File: src/rtl/ps2_mouse_pkg.sv
// Shared constants, byte0 field layout and FSM encodings for the PS/2 mouse
// cursor tracker.
package ps2_mouse_pkg;

  localparam logic [7:0] CMD_ENABLE  = 8'hF4;
  localparam logic [7:0] CMD_DISABLE = 8'hF5;
  localparam logic [7:0] ACK         = 8'hFA;

  localparam int B0_BTN_L  = 0;
  localparam int B0_BTN_R  = 1;
  localparam int B0_SYNC   = 3;
  localparam int B0_X_SIGN = 4;
  localparam int B0_Y_SIGN = 5;
  localparam int B0_X_OVF  = 6;
  localparam int B0_Y_OVF  = 7;

  typedef enum logic [1:0] {
    CMD_IDLE,
    CMD_SEND,
    CMD_WAIT_SENT,
    CMD_WAIT_ACK
  } cmd_state_t;

  typedef enum logic [1:0] {
    PKT_B0,
    PKT_B1,
    PKT_B2
  } pkt_state_t;

  typedef struct packed {
    logic y_ovf;
    logic x_ovf;
    logic y_sign;
    logic x_sign;
    logic btn_r;
    logic btn_l;
  } b0_t;

endpackage

File: src/rtl/mouse_axis_accumulator.sv
// One cursor axis: saturating pixel integrator with a centred reset value
// and a registered cell index (pixel / CELL).
module mouse_axis_accumulator #(
  parameter int MAX_POS = 319,
  parameter int CENTER  = 160,
  parameter int CELL    = 5,
  parameter int POS_W   = 9,
  parameter int CELL_W  = 6,
  parameter bit NEGATE  = 1'b0
) (
  input  logic              iClk,
  input  logic              iReset,
  input  logic              iUpdate,
  input  logic [8:0]        iDelta,
  output logic [CELL_W-1:0] oCell
);

  localparam logic signed [10:0] MAX_S = 11'(MAX_POS);

  logic [POS_W-1:0]   r_pos;
  logic [CELL_W-1:0]  r_cell;
  logic signed [10:0] w_delta;
  logic signed [10:0] w_sum;
  logic [POS_W-1:0]   w_next;
  logic [CELL_W-1:0]  w_cell;

  always_comb begin
    w_delta = 11'($signed(iDelta));
    if (NEGATE) w_delta = -w_delta;
    w_sum = signed'(11'(r_pos)) + w_delta;
    if (w_sum < 0)
      w_next = '0;
    else if (w_sum > MAX_S)
      w_next = POS_W'(MAX_POS);
    else
      w_next = w_sum[POS_W-1:0];
    w_cell = CELL_W'(w_next / POS_W'(CELL));
  end

  always_ff @(posedge iClk or posedge iReset) begin
    if (iReset) begin
      r_pos  <= POS_W'(CENTER);
      r_cell <= CELL_W'(CENTER / CELL);
    end else if (iUpdate) begin
      r_pos  <= w_next;
      r_cell <= w_cell;
    end
  end

  assign oCell = r_cell;

endmodule

File: src/rtl/mouse_cursor_tracker.sv
// PS/2 mouse packet assembler, cursor integrator and F4/F5 command handshake.
// Define PACKET_TIMEOUT_EN to abort stalled packets and unanswered commands.
module mouse_cursor_tracker
  import ps2_mouse_pkg::*;
#(
  parameter int SCREEN_WIDTH   = 320,
  parameter int SCREEN_HEIGHT  = 240,
  parameter int CELL_DIMENSION = 5,
  parameter int UPPER_BITS     = 6,
  parameter int TIMEOUT_CYCLES = 2_500_000
) (
  input  logic                  iClk,
  input  logic                  iReset,
  input  logic [7:0]            iData,
  input  logic                  iDataValid,
  input  logic                  iStartTransmission,
  input  logic                  iEnableMouse,
  input  logic                  iCommandSent,
  output logic [7:0]            oCommand,
  output logic                  oSendCommand,
  output logic                  oStreaming,
  output logic                  oCmdError,
  output logic [UPPER_BITS-1:0] oX_cell,
  output logic [UPPER_BITS-1:0] oY_cell,
  output logic                  oBtnL,
  output logic                  oBtnR,
  output logic                  oPacketValid
);

  localparam int MAX_DIM =
    (SCREEN_WIDTH > SCREEN_HEIGHT) ? SCREEN_WIDTH : SCREEN_HEIGHT;
  localparam int POS_W = $clog2(MAX_DIM);

  cmd_state_t r_cmd;
  pkt_state_t r_pkt;
  b0_t        r_b0;
  logic [7:0] r_b1;
  logic       r_en;
  logic [7:0] r_command;
  logic       r_send;
  logic       r_stream;
  logic       r_err;
  logic       r_btn_l;
  logic       r_btn_r;
  logic       r_pkt_valid;
  logic       w_timeout;
  logic       w_pkt_run;
  logic       w_pkt_done;
  logic [8:0] w_dx;
  logic [8:0] w_dy;

`ifdef PACKET_TIMEOUT_EN
  localparam int TW = $clog2(TIMEOUT_CYCLES + 1);

  logic [TW-1:0] r_tmo_cnt;
  logic          w_waiting;

  assign w_waiting = (r_pkt != PKT_B0) ||
                     (r_cmd == CMD_WAIT_SENT) ||
                     (r_cmd == CMD_WAIT_ACK);
  assign w_timeout = w_waiting &&
                     (r_tmo_cnt == TW'(TIMEOUT_CYCLES));

  always_ff @(posedge iClk or posedge iReset) begin
    if (iReset)
      r_tmo_cnt <= '0;
    else if (!w_waiting || iDataValid || w_timeout)
      r_tmo_cnt <= '0;
    else
      r_tmo_cnt <= r_tmo_cnt + 1'b1;
  end
`else
  // A negative budget would be meaningless, so this is constant false.
  assign w_timeout = (TIMEOUT_CYCLES < 0);
`endif

  always_ff @(posedge iClk or posedge iReset) begin
    if (iReset) begin
      r_cmd     <= CMD_IDLE;
      r_en      <= 1'b0;
      r_command <= 8'h00;
      r_send    <= 1'b0;
      r_stream  <= 1'b0;
      r_err     <= 1'b0;
    end else begin
      r_send <= 1'b0;
      r_err  <= 1'b0;
      unique case (r_cmd)
        CMD_IDLE: begin
          if (iStartTransmission) begin
            r_en      <= iEnableMouse;
            r_command <= iEnableMouse ? CMD_ENABLE : CMD_DISABLE;
            r_send    <= 1'b1;
            r_cmd     <= CMD_SEND;
          end
        end
        CMD_SEND: r_cmd <= CMD_WAIT_SENT;
        CMD_WAIT_SENT: begin
          if (w_timeout) begin
            r_err <= 1'b1;
            r_cmd <= CMD_IDLE;
          end else if (iCommandSent) begin
            r_cmd <= CMD_WAIT_ACK;
          end
        end
        CMD_WAIT_ACK: begin
          if (w_timeout) begin
            r_err <= 1'b1;
            r_cmd <= CMD_IDLE;
          end else if (iDataValid) begin
            if (iData == ACK) r_stream <= r_en;
            else              r_err    <= 1'b1;
            r_cmd <= CMD_IDLE;
          end
        end
        default: r_cmd <= CMD_IDLE;
      endcase
    end
  end

  // A same-cycle command request steals the byte and aborts the packet.
  assign w_pkt_run  = r_stream && (r_cmd == CMD_IDLE) &&
                      !iStartTransmission;
  assign w_pkt_done = w_pkt_run && !w_timeout && iDataValid &&
                      (r_pkt == PKT_B2);

  assign w_dx = r_b0.x_ovf ? 9'd0 : {r_b0.x_sign, r_b1};
  assign w_dy = r_b0.y_ovf ? 9'd0 : {r_b0.y_sign, iData};

  always_ff @(posedge iClk or posedge iReset) begin
    if (iReset) begin
      r_pkt       <= PKT_B0;
      r_b0        <= '0;
      r_b1        <= 8'h00;
      r_btn_l     <= 1'b0;
      r_btn_r     <= 1'b0;
      r_pkt_valid <= 1'b0;
    end else begin
      r_pkt_valid <= 1'b0;
      if (!w_pkt_run || w_timeout) begin
        r_pkt <= PKT_B0;
      end else if (iDataValid) begin
        unique case (r_pkt)
          PKT_B0: begin
            if (iData[B0_SYNC]) begin
              r_b0 <= '{y_ovf:  iData[B0_Y_OVF],
                        x_ovf:  iData[B0_X_OVF],
                        y_sign: iData[B0_Y_SIGN],
                        x_sign: iData[B0_X_SIGN],
                        btn_r:  iData[B0_BTN_R],
                        btn_l:  iData[B0_BTN_L]};
              r_pkt <= PKT_B1;
            end
          end
          PKT_B1: begin
            r_b1  <= iData;
            r_pkt <= PKT_B2;
          end
          PKT_B2: begin
            r_btn_l     <= r_b0.btn_l;
            r_btn_r     <= r_b0.btn_r;
            r_pkt_valid <= 1'b1;
            r_pkt       <= PKT_B0;
          end
          default: r_pkt <= PKT_B0;
        endcase
      end
    end
  end

  mouse_axis_accumulator #(
    .MAX_POS(SCREEN_WIDTH - 1),
    .CENTER (SCREEN_WIDTH / 2),
    .CELL   (CELL_DIMENSION),
    .POS_W  (POS_W),
    .CELL_W (UPPER_BITS),
    .NEGATE (1'b0)
  ) u_x (
    .iClk   (iClk),
    .iReset (iReset),
    .iUpdate(w_pkt_done),
    .iDelta (w_dx),
    .oCell  (oX_cell)
  );

  mouse_axis_accumulator #(
    .MAX_POS(SCREEN_HEIGHT - 1),
    .CENTER (SCREEN_HEIGHT / 2),
    .CELL   (CELL_DIMENSION),
    .POS_W  (POS_W),
    .CELL_W (UPPER_BITS),
    .NEGATE (1'b1)
  ) u_y (
    .iClk   (iClk),
    .iReset (iReset),
    .iUpdate(w_pkt_done),
    .iDelta (w_dy),
    .oCell  (oY_cell)
  );

  assign oCommand     = r_command;
  assign oSendCommand = r_send;
  assign oStreaming   = r_stream;
  assign oCmdError    = r_err;
  assign oBtnL        = r_btn_l;
  assign oBtnR        = r_btn_r;
  assign oPacketValid = r_pkt_valid;

endmodule

File: config.mk
export PLATFORM = sky130hd
export DESIGN_NAME = mouse_cursor_tracker
export DESIGN_NICKNAME = d
export VERILOG_FILES = /design/src/rtl/ps2_mouse_pkg.sv /design/src/rtl/mouse_axis_accumulator.sv /design/src/rtl/mouse_cursor_tracker.sv
export SDC_FILE = /design/constraint.sdc
export NUM_CORES = 1
export LEC_CHECK = 0
export CAP_MARGIN = 10
export CORE_UTILIZATION = 45
export DETAILED_ROUTE_END_ITERATION = 10
export SYNTH_ARGS = -nofsm -noshare
export SYNTH_HDL_FRONTEND = slang
export SYNTH_SLANG_ARGS = --single-unit
File: constraint.sdc
create_clock -name iClk -period 11 [get_ports iClk]
set_input_delay 2.75 -clock iClk [delete_from_list [all_inputs] [get_ports iClk]]
set_output_delay 2.75 -clock iClk [all_outputs]
set_load 0.02 [all_outputs]
==> results of run 1 <==
-- worst max-delay path: cells and delay by family --
kind | cells | cell delay, ns
AOI/OAI and AO/OA | 8 | 2.10
adders and majority gates | 3 | 0.92
and+or+nand+nor | 6 | 1.09
buffers and inverters | 1 | 0.47
-- Yosys cell counts (all sizes together) (3+ instances only) --
cell	instances
o32ai	3
nand4	4
a2111oi	3
nand2	79
nor2	44
mux2	17
a211oi	9
xnor2	15
a21o	10
o22ai	4
ha	30
xor2	5
nor2b	15
a21oi	46
o41ai	3
a21boi	4
a41oi	3
nand3b	4
or3	5
a311oi	6
inv	27
nor4	5
dfrtp	48
dfstp	9
o31a	3
o31ai	9
and3	8
a221oi	3
or2	3
o211ai	16
o221ai	4
a31oi	13
o211a	5
buf	15
a211o	3
clkbuf	17
o21ai	73
a22oi	4
nand2b	16
nor3	20
nand3	11
o21a	11
-- final cells by class --
| cell class | instances | area (um2) |
|---|---|---|
| fillers | 1101 | 5453 |
| multi-input cells | 549 | 3752 |
| flip-flops and latches | 57 | 1438 |
| repair buffers | 41 | 400.4 |
| clock buffers | 9 | 225.2 |
| well taps | 143 | 178.9 |
| inverters | 28 | 105.1 |
| clock inverters | 7 | 61.31 |
-- power by group --
part | leakage, uW | internal (uW) | switching [uW] | total, uW
combinational | 0.00173 | 61.6 | 99.3 | 161
sequential | 0.000739 | 220 | 6.33 | 227
clock | 0.000135 | 157 | 115 | 271
total | 0.00260 | 439 | 220 | 659
-- logic make-up (layout without fill, tap and decap cells) --
group / count (synthesis) / in the layout
xor gates and xnor gates: 20 / 20
AOI/OAI and AO/OA: 252 / 252
buffers and inverters: 60 / 85
DFF: 57 / 57
adders and majority gates: 32 / 32
and+or+nand+nor: 226 / 226
muxes: 17 / 17
other: 1 / 2
-- registers in the layout (all words and copies together) (netlist names) --
signal        flops
u_x.oCell         6
r_pkt             2
oBtnR             1
r_en              1
u_y.oCell         6
r_cmd             2
oBtnL             1
oSendCommand      1
oPacketValid      1
oCommand          2
r_b1              8
u_y.r_pos         9
oCmdError         1
oStreaming        1
r_b0              6
u_x.r_pos         9
-- metrics by stage --
| stage | hold WS [ns] | std cells |
|---|---|---|
| 3_5_place_dp | 0.4583 | 818 |
| 5_1_grt | 0.4833 | 834 |
| 2_1_floorplan | 0.4331 | 666 |
| 3_3_place_gp | 0.4601 | 818 |
| 6_report | 0.4737 | 834 |
| 4_1_cts | 0.4773 | 834 |
-- placed cells by master, fill, tap and decap left out, types with 6 or more instances in the layout --
master            n
o21ai_1           8
clkdlybuf4s50_1  37
a311oi_1          6
nor3_1           16
nor2b_1          15
xnor2_1          15
nand2_1          78
nand3_1          11
o211ai_1         14
o21a_1           11
dfstp_2           9
clkbuf_16         9
inv_1            26
and3_1            8
dfrtp_1          48
a21o_1            9
nand2b_1         16
a211oi_1          6
o21ai_0          58
a21oi_1          43
o31ai_1           7
a31oi_1          11
nor2_1           43
ha_1             30
o21ai_2           6
mux2_2           17
-- worst max path at each step --
stage | startpoint | to | slack [ns] | cells past startpoint
floorplan | iData[0] | u_y.oCell[0] | 4.55 | 18
global placement | iData[0] | u_y.oCell[0] | 3.72 | 17
detailed placement | iData[0] | u_y.oCell[0] | 3.57 | 18
CTS | iData[0] | u_y.oCell[0] | 3.92 | 18
global route | iData[0] | u_y.oCell[0] | 3.55 | 18
finish | iData[0] | u_y.oCell[0] | 3.91 | 18
-- metal layers --
metal,vias to the layer above,share of wire,global-route usage
li1,2518,-,-
met1,2502,0.49,0.3417
met2,172,0.44,0.3818
met3,14,0.058,0.05670
met4,0,0.012,0.06844
met5,-,0,0
==> impl_metrics.tcl, run 1 <==
set metrics [dict create \
    outcome "finished, violations left" \
    violations "DRC" \
    hold_buffers 0 \
    relSlewSlack 0.3174 \
    synth_edf_count 0 \
    ys_warn_count 0 \
    area_growth_syn_to_layout_pct 12.86 \
    cp.required_ns 11.25 \
    start_util 0.4700 \
    dp_slack_ns 3.574 \
    rows 39 \
    place_area_um2 5874 \
    dpl.hpwl_um 10980 \
    r2r_cells 20 \
    die_x_um 112.1 \
    synthCells 665 \
    io_pins 40 \
    fp.dieH_um 112.1 \
    synthMuxAreaShare 0.03507 \
    setup_viol 0 \
    route.detailed.drc 2 \
    cts.path.max_buffers 2 \
    tns_ns 0 \
    syn_area_um2 5459 \
    grt_max_degree 58 \
    worst_slack_ns 3.910 \
    cts_made_buffers 9 \
    ys.flop_type "dfrtp_1" \
    via_per_inst 6.242 \
    drv_cap 0 \
    die-area_um2 12580 \
    hold_viol_final 0 \
    grt_usage 0.2455 \
    hp-start "u_x.oCell[2]" \
    hold_path.class "reg -> reg" \
    synth_seq_area_share 0.2634 \
    n_antenna_cell 0 \
    avgRoutedWirePerCell_um 17.62 \
    synthSimpleGateAreaFrac 0.2079 \
    detail-route-antenna-nets 0 \
    cts_setup_buffers 0 \
    finalCritPeriodShare 0.6445 \
    coreArea_um2 11610 \
    place_congestion 0.8934 \
    total_power_uw 658.9 \
    yosys.area.top_type "dfrtp_1" \
    cpPeakStageDelay_ns 0.50 \
    cts.clk_slew.worst_paths_ns 0.06 \
    dr.pass1.iters 10 \
    synth_xor_area_frac 0.03484 \
    first_iter_violations 344 \
    grt_pass1_vias 4854 \
    rrSetupSlack_ns 5.65 \
    synthArstFlopShare 1.000 \
    max_freq_mhz 141.0 \
    portBuffers 37 \
    arrival_ns 7.34 \
    nNetsFinal 732 \
    cts-root-buf "clkbuf_16" \
    design_area_um2 6161 \
    synthTopCellsByArea "dfrtp_1 22%, ha_1 6.9%, nand2_1 5.4%" \
    fin_crit_ns 7.090 \
    final_layout_size_suffix_gt1_frac 0.1187 \
    antenna_found_initial 0 \
    slowest_stage "o31ai_4" \
    path_cells "clkdlybuf4s50_1 > nor2b_1 > ha_1 > fa_1 > nand3b_1 > a211oi_2 > nor2_1 > or2_1 > o31a_1 > o31ai_4 > a2111oi_0 > a211oi_1 > a21o_1 > ha_1 > nor2b_1 > and3_1 > o32ai_1 > a41oi_1" \
    utilization 0.5305 \
    min_to "u_x.oCell[2]" \
    endpoint_kind "register" \
    power_density_nw_per_um2 107.0 \
    cts-resized-gates 0 \
    netlist.area_leader.share 0.2200 \
    peakVddDrop_mv 0.1024 \
    path_class "in -> reg" \
    grt_pass1_wl_um 24670 \
    crit_path_start_kind "input pin" \
    synthAdderAreaFrac 0.07609 \
    synth_top_family_by_area "compound AO/OA/AOI/OAI gates" \
    cp_max_fo 10 \
    worstMarginPinSlew_ns 1.017 \
    timing.rr.start "r_b0[4]" \
    slew_violations 0 \
    r2r_end "u_x.oCell[0]" \
    clk-insertion-delay-late_ns 0.35 \
    power.leakage_uw 0.002602 \
    synthDistinctLibCells 89 \
    synth_compound_area_frac 0.3321 \
    grt_overflow 0 \
    rsz0062_at_grt "no" \
    syn_avg_cell_area_um2 8.209 \
    cts_max_level 3 \
    ys_seq_elements 57 \
    vias 5206 \
    cts_num_sinks 57 \
    cts_tree "done" \
    hold_path_depth 1 \
    finalClockSkew_ns 0.007191 \
    totalWireLength_um 14690 \
]
No activity file was read; power rests on OpenSTA's default activity.
==> run 2: changes to the inputs <==
==> constraint.sdc (replaced) <==
create_clock -name iClk -period 7.2 [get_ports iClk]
set_input_delay 1.8 -clock iClk [delete_from_list [all_inputs] [get_ports iClk]]
set_output_delay 1.8 -clock iClk [all_outputs]
set_load 0.02 [all_outputs]
==> run 2 against run 1 <==
  * The run still ends with DRC left
  * Critical path depth unchanged
  * Utilization is essentially flat
  * Global-route usage about the same
  * Clock power rose by 43%
  * Sequential share of layout area about the same
  * Setup slack worse by 2.9 ns
  * Routed wire length increased by 1.1%
  * Final cell count up 0.24%
  * Clock skew rose by 0.0060 ns
  * Critical endpoint unchanged
==> impl_metrics.tcl, run 2 (same netlist as run 1, synthesis figures left out) <==
set metrics [dict create \
    via_per_inst 6.287 \
    totalWireLength_um 14860 \
    cts_max_level 3 \
    start_util 0.4700 \
    hold_buffers 0 \
    final_layout_size_suffix_gt1_frac 0.1198 \
    fin_crit_ns 6.188 \
    cp.required_ns 7.38 \
    arrival_ns 6.36 \
    io_pins 40 \
    peakVddDrop_mv 0.1962 \
    grt_usage 0.2454 \
    worstMarginPinSlew_ns 0.7731 \
    violations "DRC" \
    portBuffers 37 \
    reg_top3 "u_x.r_pos (9), u_y.r_pos (9), r_b1 (8)" \
    hold_viol_final 0 \
    cts_setup_buffers 0 \
    cts_made_buffers 9 \
    dpl.hpwl_um 11120 \
    power_density_nw_per_um2 159.8 \
    crit_path_start_kind "input pin" \
    grt_max_degree 58 \
    clk-insertion-delay-late_ns 0.34 \
    coreArea_um2 11610 \
    dr.pass1.iters 10 \
    design_area_um2 6162 \
    finalClockSkew_ns 0.01318 \
    endpoint_kind "register" \
    vias 5256 \
    utilization 0.5306 \
    cp_max_fo 10 \
    first_iter_violations 316 \
    cts-root-buf "clkbuf_16" \
    cts_num_sinks 57 \
    max_freq_mhz 161.6 \
    rows 39 \
    grt_pass1_wl_um 24740 \
    path_class "in -> reg" \
    path_buf_inv 1 \
    total_power_uw 984.4 \
    cts.clk_slew.worst_paths_ns 0.06 \
    most-common-layout-cells "78 x nand2_1, 58 x o21ai_0, 48 x dfrtp_1" \
    route.detailed.drc 5 \
    avgRoutedWirePerCell_um 17.77 \
    power.leakage_uw 0.002609 \
    critical_path.top_delay_family "simple AND/OR/NAND/NOR gates" \
    setup_viol 0 \
    tns_ns 0 \
    outcome "finished, violations left" \
    die-area_um2 12580 \
    finalCritPeriodShare 0.8594 \
    cts_tree "done" \
    grt_overflow 0 \
    antenna_found_initial 0 \
    drv_cap 0 \
    final_common_cell "nand2_1" \
    slowest_stage "a2111oi_0" \
    slew_violations 0 \
    area_growth_syn_to_layout_pct 12.88 \
    rsz0062_at_grt "no" \
    fp.dieH_um 112.1 \
    die_x_um 112.1 \
    hold_path.class "reg -> reg" \
    n_antenna_cell 0 \
    cts.path.max_buffers 2 \
    nNetsFinal 734 \
    cts-resized-gates 0 \
    path_cells "clkdlybuf4s50_1 > nor2b_1 > ha_1 > fa_1 > nand3b_1 > nand2_1 > xor2_1 > nand2_1 > nor3_2 > o31ai_4 > a2111oi_0 > a211oi_1 > a21o_1 > ha_1 > nor2b_1 > and3_1 > o32ai_1 > a41oi_1" \
    cpPeakStageDelay_ns 0.52 \
    relSlewSlack 0.4776 \
    place_area_um2 5889 \
    detail-route-antenna-nets 0 \
    place_congestion 0.9072 \
    grt_pass1_vias 4906 \
]
## run 2: cell types whose count changed in the layout (fill, tap and decap cells not counted)
cell / delta
inv_6: -3
buf_4: +2
clkinv_2: +2
clkinv_4: +2
clkbuf_1: +1
clkinvlp_4: -1
inv_8: -1
## run 2: final cells by class
type / count / area (um2)
Tap cell: 143 / 178.9
Timing Repair Buffer: 43 / 415.4
Sequential cell: 57 / 1438
Inverter: 28 / 105.1
Clock inverter: 6 / 43.79
Fill cell: 1127 / 5451
Multi-Input combinational cell: 549 / 3752
Clock buffer: 10 / 229.0
## run 2: worst reg2reg max path, cell delays in order, from the launching register on
cell and delay (ns):
dfrtp_1 0.47, nor2b_1 0.23, ha_1 0.28, inv_1 0.08, fa_1 0.40, nand2b_1 0.21, a21oi_4 0.27, o21a_1 0.33
o221ai_1 0.17, o2bb2a_1 0.33, a31oi_2 0.65, nand2_2 0.26, o211a_1 0.21, a211oi_1 0.30, and2_1 0.22, inv_1 0.07
ha_1 0.31, a21o_1 0.16, a221oi_1 0.26, a211oi_1 0.08, a31oi_1 0.18
## run 2: stage by stage
stage          hold slack, ns  cells  setup WS [ns]
2_1_floorplan          0.4331    666          1.699
3_3_place_gp           0.4636    820         0.8869
3_5_place_dp           0.4618    820         0.7514
4_1_cts                0.4735    836          1.086
5_1_grt                0.4960    836         0.6729
6_report               0.4706    836          1.012
## run 2: routing by layer
metal  up-vias  global-route usage  share of wire
li1       2524                   -              -
met1      2549              0.3472           0.49
met2       163              0.3847           0.45
met3        20             0.04266          0.046
met4         0             0.07022          0.013
met5         -                   0              0
## run 2: final timing paths
check                               end  slack [ns]  cells past startpoint  startpoint
min in group asynchronous       r_b0[3]        1.98                      3      iReset
max reg2reg                u_x.oCell[0]        1.65                     20     r_b0[4]
max in group asynchronous  u_x.r_pos[1]        4.71                      3      iReset
min reg2reg                       oBtnL        0.47                      2     r_b0[0]
min                               oBtnL        0.47                      2     r_b0[0]
max                        u_y.oCell[0]        1.01                     18    iData[0]
## run 2: power breakdown
part	switching [uW]	internal, uW
registers	9.95	337
clock network	153	233
logic	155	96.2
total	318	666
